--- config.mk ---
export PLATFORM = sky130hd
export DESIGN_NAME = execute_stage
export DESIGN_NICKNAME = d
export VERILOG_FILES = /design/src/rtl/riscv_pkg.sv /design/src/rtl/execute_stage_alu.sv /design/src/rtl/execute_stage.sv
export SDC_FILE = /design/constraint.sdc
export NUM_CORES = 1
export LEC_CHECK = 0
export ABC_CLOCK_PERIOD_IN_PS = 15000
export CAP_MARGIN = 40
export CORE_ASPECT_RATIO = 0.8
export CORE_MARGIN = 2
export CORE_UTILIZATION = 45
export DETAILED_ROUTE_END_ITERATION = 8
export PLACE_DENSITY = 0.83
export SYNTH_ARGS = -nofsm -noshare
export SYNTH_HDL_FRONTEND = slang
export SYNTH_SLANG_ARGS = --single-unit
--- constraint.sdc ---
create_clock -name clk -period 15 [get_ports clk]
set_clock_uncertainty 0.2 [all_clocks]
set_input_delay 1.5 -clock clk [delete_from_list [all_inputs] [get_ports clk]]
set_output_delay 1.5 -clock clk [all_outputs]
set_load 0.02 [all_outputs]
--- src/rtl/riscv_pkg.sv ---
// rtl/riscv_pkg.sv - shared ALU opcodes, forwarding selects and control bundle
package riscv_pkg;

  localparam int XLEN = 32;

  localparam logic [2:0] ALU_ADD = 3'b000;
  localparam logic [2:0] ALU_SUB = 3'b001;
  localparam logic [2:0] ALU_AND = 3'b010;
  localparam logic [2:0] ALU_OR  = 3'b011;
  localparam logic [2:0] ALU_XOR = 3'b100;
  localparam logic [2:0] ALU_SLT = 3'b101;
  localparam logic [2:0] ALU_SLL = 3'b110;
  localparam logic [2:0] ALU_SRL = 3'b111;

  localparam logic [1:0] FWD_REG = 2'b00;
  localparam logic [1:0] FWD_WB  = 2'b01;
  localparam logic [1:0] FWD_MEM = 2'b10;

  typedef struct packed {
    logic reg_write;
    logic mem_to_reg;
    logic mem_read;
    logic mem_write;
  } ex_ctrl_t;

endpackage

--- src/rtl/execute_stage_alu.sv ---
// rtl/execute_stage_alu.sv - combinational ALU for the execute stage
module alu
  import riscv_pkg::*;
#(
  parameter int XLEN = riscv_pkg::XLEN
) (
  input  logic [XLEN-1:0] a,
  input  logic [XLEN-1:0] b,
  input  logic [2:0]      op,
  output logic [XLEN-1:0] result,
  output logic            zero
);

  logic [4:0] w_shamt;
  logic       w_lt;

  assign w_shamt = b[4:0];
  assign w_lt    = $signed(a) < $signed(b);

  always_comb begin
    result = '0;
    case (op)
      ALU_ADD: result = a + b;
      ALU_SUB: result = a - b;
      ALU_AND: result = a & b;
      ALU_OR:  result = a | b;
      ALU_XOR: result = a ^ b;
      ALU_SLT: result = {{(XLEN-1){1'b0}}, w_lt};
      ALU_SLL: result = a << w_shamt;
      ALU_SRL: result = a >> w_shamt;
      default: result = '0;
    endcase
  end

  assign zero = (result == '0);

endmodule

--- src/rtl/execute_stage.sv ---
// rtl/execute_stage.sv - EX stage: operand forwarding, ALU/JAL result, EX/MEM register
module execute_stage
  import riscv_pkg::*;
#(
  parameter int XLEN = riscv_pkg::XLEN,
  parameter int REGW = 5
) (
  input  logic            clk,
  input  logic            rst,
  input  logic            RegWriteEnE,
  input  logic            MemtoRegE,
  input  logic            JALE,
  input  logic            MemReadEnE,
  input  logic            MemWriteEnE,
  input  logic [2:0]      ALUOpE,
  input  logic            ALUSrcE,
  input  logic [XLEN-1:0] ImmE,
  input  logic [REGW-1:0] RdE,
  input  logic [XLEN-1:0] PCPlus4E,
  input  logic [XLEN-1:0] ReadData1E,
  input  logic [XLEN-1:0] ReadData2E,
  input  logic [1:0]      ForwardAE,
  input  logic [1:0]      ForwardBE,
  input  logic [XLEN-1:0] ResultW,
  input  logic            StallE,
  input  logic            FlushE,
  output logic            RegWriteEnM,
  output logic            MemtoRegM,
  output logic            MemReadEnM,
  output logic            MemWriteEnM,
  output logic [XLEN-1:0] ALUResultM,
  output logic [XLEN-1:0] WriteDataM,
  output logic [REGW-1:0] RdM,
  output logic [XLEN-1:0] PCPlus4M,
  output logic            ZeroM
);

  logic [XLEN-1:0] w_src_a;
  logic [XLEN-1:0] w_fwd_b;
  logic [XLEN-1:0] w_src_b;
  logic [XLEN-1:0] w_alu_result;
  logic            w_alu_zero;
  logic [XLEN-1:0] w_ex_result;
  logic            w_ex_zero;
  ex_ctrl_t        w_ctrl_e;
  ex_ctrl_t        r_ctrl_m;
  logic [XLEN-1:0] r_alu_result;
  logic [XLEN-1:0] r_write_data;
  logic [REGW-1:0] r_rd;
  logic [XLEN-1:0] r_pc_plus4;
  logic            r_zero;

  // Select 11 is unused by the hazard unit and falls back to the register file value.
  always_comb begin
    w_src_a = ReadData1E;
    case (ForwardAE)
      FWD_WB:  w_src_a = ResultW;
      FWD_MEM: w_src_a = r_alu_result;
      default: w_src_a = ReadData1E;
    endcase
  end

  always_comb begin
    w_fwd_b = ReadData2E;
    case (ForwardBE)
      FWD_WB:  w_fwd_b = ResultW;
      FWD_MEM: w_fwd_b = r_alu_result;
      default: w_fwd_b = ReadData2E;
    endcase
  end

  assign w_src_b = ALUSrcE ? ImmE : w_fwd_b;

  alu #(.XLEN(XLEN)) u_alu (
    .a      (w_src_a),
    .b      (w_src_b),
    .op     (ALUOpE),
    .result (w_alu_result),
    .zero   (w_alu_zero)
  );

  assign w_ex_result = JALE ? PCPlus4E : w_alu_result;
  assign w_ex_zero   = JALE ? (PCPlus4E == '0) : w_alu_zero;

  assign w_ctrl_e = '{reg_write:  RegWriteEnE,
                      mem_to_reg: MemtoRegE,
                      mem_read:   MemReadEnE,
                      mem_write:  MemWriteEnE};

  // Flush kills the side-effecting controls but still lets data fields load.
  always_ff @(posedge clk) begin
    if (!rst) begin
      r_ctrl_m     <= '0;
      r_alu_result <= '0;
      r_write_data <= '0;
      r_rd         <= '0;
      r_pc_plus4   <= '0;
      r_zero       <= 1'b0;
    end else if (FlushE) begin
      r_ctrl_m     <= '0;
      r_alu_result <= w_ex_result;
      r_write_data <= w_fwd_b;
      r_rd         <= '0;
      r_pc_plus4   <= PCPlus4E;
      r_zero       <= w_ex_zero;
    end else if (!StallE) begin
      r_ctrl_m     <= w_ctrl_e;
      r_alu_result <= w_ex_result;
      r_write_data <= w_fwd_b;
      r_rd         <= RdE;
      r_pc_plus4   <= PCPlus4E;
      r_zero       <= w_ex_zero;
    end
  end

  assign RegWriteEnM = r_ctrl_m.reg_write;
  assign MemtoRegM   = r_ctrl_m.mem_to_reg;
  assign MemReadEnM  = r_ctrl_m.mem_read;
  assign MemWriteEnM = r_ctrl_m.mem_write;
  assign ALUResultM  = r_alu_result;
  assign WriteDataM  = r_write_data;
  assign RdM         = r_rd;
  assign PCPlus4M    = r_pc_plus4;
  assign ZeroM       = r_zero;

endmodule

# == Word level (Yosys, flattened, before mapping) ==
# Index checks and enable logic that the tools add are counted.
# W data, S select, Z words.
# op_classes
n_addsub,2
n_lt_le_gt_ge,1
n_eq_ne,12
n_shift,2
muxes,14
n_bitwise,4
reduce_logical,4
# op_table
cell,count
$mux W32,8
$pmux W32 S8,1
$pmux W32 S2,2
$logic_not A32 Y1,2
$add A32 B32 Y32,1
$and A32 B32 Y32,1
$lt A32 B32 Y1,1
$or A32 B32 Y32,1
$shl A32 B5 Y32,1
$shr A32 B5 Y32,1
$sub A32 B32 Y32,1
$xor A32 B32 Y32,1
$eq A3 B3 Y1 const B,4
$eq A3 B2 Y1 const B,2
$eq A2 B1 Y1 const B,2
$eq A2 B2 Y1 const B,2
$eq A3 B1 Y1 const B,1
$logic_not A3 Y1,1
$mux W1,3
$ne A2 B1 Y1 const B,1
$reduce_or A2 Y1,1
$not A1 Y1,1
# totals
reg_bits,106
inputBits,182
output_inout_bits,106
elab_cells,48

# == Longest topological paths before layout ==
# logic_depth
ltp_word,9
ltp_mapped,23
ltp_nobuf,20

# == Modules after synthesis ==
# Synthesis repeated with hierarchy kept, for this count alone.
# hier_totals
hier_cells,2130
area_unflattened_um2,16251.8
# modules_own_cells
mod,n_inst,cells_each,area_each_um2,seq_area_each_um2
alu,1,1395,9778.1,0.0
execute_stage,1,735,6473.7,2122.0

# == Worst setup path before layout ==
# Ideal clock, no wire load.
# synth_timing
path_type,input -> register
startpoint,input port ForwardBE[0]
endpoint,register r_zero (netlist: ZeroM)
setup_time_ns,0.076
t_arrival_ns,6.047
required_time_ns,14.724
slack_ns,8.677
path_stages,21
path_buffers,4
cell_sequence,inv_1 ha_1 buf_2 a221oi_1 o31a_1 buf_4 clkbuf_1 clkbuf_1 ha_1 or2_1 a221o_1 a211o_1 a21oi_1 a221oi_1 a2111oi_1 nor3_1 a211o_1 nor3_1 nor4b_1 nand3_1 o22ai_1
# synth_between
elab_chain_cells,9
elab_cells_between_ends,17
classes_between,add/sub: 2; order compare: 1; eq/ne: 2; shift: 2; mux: 6; bitwise: 3; reduce/logical: 1
# synth_lines
element,line_no,rtl
from (decl),execute_stage.sv:23,"input logic [1:0] ForwardBE,"
$eq A2 B2 Y1 / $eq A2 B1 Y1 (equally long branches),execute_stage.sv:65,case (ForwardBE)
$pmux W32 S2 *,execute_stage.sv:65,
$mux W32 *,execute_stage.sv:72,assign w_src_b = ALUSrcE ? ImmE : w_fwd_b;
$sub A32 B32 Y32 (tied with other cells),execute_stage_alu.sv:24,ALU_SUB: result = a - b;
$pmux W32 S8 *,execute_stage_alu.sv:22,case (op)
$logic_not A32 Y1 *,execute_stage_alu.sv:35,assign zero = (result == '0);
$mux W1 *,execute_stage.sv:83,assign w_ex_zero = JALE ? (PCPlus4E == '0) : w_alu_zero;
$mux W1,execute_stage.sv:106,end else if (!StallE) begin
$mux W1 *,execute_stage.sv:99,end else if (FlushE) begin
to (signal assigned),execute_stage.sv:105,r_zero <= w_ex_zero;
to (signal assigned),execute_stage.sv:112,r_zero <= w_ex_zero;
to (decl),execute_stage.sv:51,logic r_zero;
# Mark *: on every way between the ends. The rest lies on a longest branch, timed or not. The select of a mux whose other input is x is not followed.
# A chain may end at the register's enable or synchronous reset.

# == Final worst setup path ==
# Same ends and word-level chain as after synthesis.

==> key figures <==
Synth
  • Synth Register Bits: 106
  • Sequential area share after synthesis: 0.154
  • Synth Cell Area: 13800 um^2
  • Synth top area cells: dfxtp_1 (15%), ha_1 (9.2%), mux2i_1 (9.1%)
  • Top cells by count, synth: nor2_1 (249), nand2_1 (236), a21oi_1 (212), mux2i_1 (126), dfxtp_1 (106)
  • Post-synth ARST share: 0
  • Synth unique cells: 80
  • EDFF count, synth: 0
  • Post-Synthesis Net Count: 2290
  • Area leader, netlist: dfxtp_1
  • Mapped Cells: 2005
  • Main synth FF type: dfxtp_1
  • Yosys warnings: 0
  • Post-synth top area share: 0.154
  • Mean post-synth cell area: 6.88 um^2
  • Count leader, synth: nor2_1

Global route
  • Grt total ovfl: 0
  • Total GRT Usage: 0.459
  • First-pass GRT wire length: 110000 um
  • Number of global-route vias before repair: 16700
  • Largest net degree at the start of global routing: 77
  • Initial antenna violation count: 1

Power and ir drop
  • Sequential Power Share: 0.205
  • Cell Int Power: 771 uW
  • P_sw: 801 uW
  • Sw frac: 0.510
  • Comb power frac: 0.631
  • Worst vdd ir: 60.8 uV
  • Leak Pwr: 7.14 nW
  • PwrDens: 90.4 nW/um^2
  • Clock share of power: 0.163

Critical path
  • Crit Path Max Fanout: 65
  • Reg-to-reg slack, setup: 8810 ps
  • Reg-to-Reg End: ZeroM
  • Reg2reg start: ALUResultM[0]
  • Critical path endpoint category: register
  • Worst setup SP type: primary input
  • R2r worst-path depth: 20
  • Arr. time, crit path: 8350 ps
  • Required time of the worst setup path: 15090 ps
  • Crit Path Class: in -> reg

Clock tree
  • Clk buf depth: 2
  • Root Driver: clkbuf_16
  • Cts hold-fix bufs: 0
  • Clock sinks: 106
  • Clk_lat worst skew: 370 ps
  • TritonCTS Buffers: 9
  • Post-CTS Setup Bufs: 0
  • H-tree levels: 3
  • Clk pin slew, worst setup/hold paths: 80 ps
  • CTS tree: done
  • Post-CTS sizing: 0

Finish
  • Fin nets: 2503
  • Final core utilization: 0.575
  • Layout Cells excl Fill: 2637
  • Layout area overhead: 26.0%
  • Fillcell total: 2830
  • Share of layout cells above drive strength 1: 0.0598

Floorplanning
  • Num ports: 288
  • Die width: 200 um
  • DIE AREA: 32100 um^2
  • Core area: 30200 um^2
  • Die H: 161 um
  • Row count: 57
  • Starting density of the core: 0.456

Detailed routing
  • Routed vias/inst: 6.83
  • DR WL/cell: 28.8 um
  • Antenna-violating nets left: 0
  • Routed via count: 18000
  • WL final: 76000 um
  • # DRC: 0
  • DRT Pass-1 Iters: 9
  • Initial DRC Count: 3031

Status
  • Run status: finished, final reports clean

STA
  • Max Slew Vio Count: 0
  • Setup-failing EPs final: 0
  • Relative slew slack: 0.346
  • Slew @ Worst Pin: 975 ps
  • Final min period: 8260 ps
  • FMAX: 121 MHz
  • Setup TNS: 0 ps
  • Setup ws final: 6740 ps
  • Endpoints failing hold: 0
  • Final worst-path cycle share: 0.551
  • Unrepaired setup endpoints after global routing: no

Min path
  • Hold Crit Endpoint: PCPlus4M[5]
  • Hold Path Class: reg -> reg
  • WHS Path Cells: 2
  • Hold path startpoint: PCPlus4M[5]

Placed design
  • IO Port Bufs: 287
  • Final GP Congestion: 1.10
  • Dpl hpwl: 59500 um
  • Placed cell count: 2619
  • Worst slack, placed: 6510 ps

Run
  • Max-cap violations: 0
==> cells by family after synthesis <==
kind of cell | share of synthesized area
AO/OA/AOI/OAI | 0.341
XOR/XNOR | 0.0127
adder cells (fa/ha/maj) | 0.0945
buffers and inverters | 0.0765
flip-flops | 0.154
multiplexers | 0.110
AND/OR/NAND/NOR | 0.212
==> flip-flops by register name (all words and copies together), names as in the netlist <==
| register | count |
|---|---|
| ALUResultM | 32 |
| PCPlus4M | 32 |
| WriteDataM | 32 |
| RdM | 5 |
| MemReadEnM | 1 |
| MemWriteEnM | 1 |
| MemtoRegM | 1 |
| RegWriteEnM | 1 |
| ZeroM | 1 |
==> routing by layer <==
layer	global-route usage	vias to the layer above	routed length, um	part of all wire
met5	0	-	0	0
met4	0.207	0	4090	0.054
met3	0.158	285	11800	0.15
met2	0.650	1571	30400	0.40
met1	0.624	8388	29700	0.39
li1	-	7778	-	-
==> final cells by class <==
cell class	count	area, um^2	area share
Multi-Input combinational cell	1641	10700	0.613
Timing Repair Buffer	355	3370	0.194
Sequential cell	106	2120	0.122
Tap cell	413	517	0.0297
Inverter	105	395	0.0228
Clock buffer	9	225	0.0130
Clock inverter	7	88.8	0.00511
Antenna cell	1	2.50	0.000144
==> critical path, cell delays in order <==
cell             delay [ps]
clkdlybuf4s50_1         490
inv_1                    60
ha_2                    310
buf_4                   520
a21oi_1                 130
a221o_2                 360
buf_4                   320
clkinv_2                120
buf_4                   530
ha_1                    320
inv_1                    70
fa_1                    430
or2_1                   250
a221o_1                 390
a21oi_1                 260
a311oi_1                230
a211o_1                 370
a21boi_0                290
o211ai_1                150
a2111oi_0               400
o41ai_1                 180
nor4b_1                 310
nand3_1                 130
o22ai_1                 170
==> how the worst max path moves through the flow <==
stage | from | endpoint | slack, ps | cells past startpoint
4_1_cts | ForwardBE[0] | ZeroM | 6890 | 24
6_report | ForwardBE[0] | ZeroM | 6740 | 24
3_3_place_gp | ForwardBE[0] | ZeroM | 6730 | 24
5_1_grt | ForwardBE[0] | ZeroM | 6380 | 24
2_1_floorplan | ForwardBE[0] | ZeroM | 8680 | 21
3_5_place_dp | ForwardBE[0] | ZeroM | 6510 | 24
==> placed cells by master, fill, tap and decap left out, types with 19 or more instances in the layout <==
cell type,instances
a22oi_1,70
nor4_1,19
clkdlybuf4s50_1,285
nor3_1,51
o21a_1,31
ha_1,100
mux2i_1,126
o22ai_1,52
o21ai_0,70
a221o_1,24
inv_1,96
nand2_1,236
a211oi_1,27
nand2b_1,27
buf_4,57
nand3_1,20
o211ai_1,34
dfxtp_1,106
a21oi_1,212
nor2_1,248
a221oi_1,20
==> stage by stage <==
| step | hold slack (ps) | area, um^2 | total power, mW |
|---|---|---|---|
| finish | 255 | 17400 | 1.57 |
| global route | 275 | 17400 | 1.62 |
| CTS | 256 | 17400 | 1.52 |
| detailed placement | 244 | 17100 | 1.26 |
| global placement | 240 | 17000 | 1.26 |
| floorplan | 330 | 13800 | 0.893 |
==> power by group through the flow <==
stage / combinational, mW / clock, mW / sequential, mW
CTS: 0.939 / 0.256 / 0.322
detailed placement: 0.933 / 0 / 0.328
global placement: 0.929 / 0 / 0.327
global route: 1.03 / 0.265 / 0.324
finish: 0.992 / 0.257 / 0.323
floorplan: 0.544 / 0 / 0.349
No activity file was read; power rests on OpenSTA's default activity.
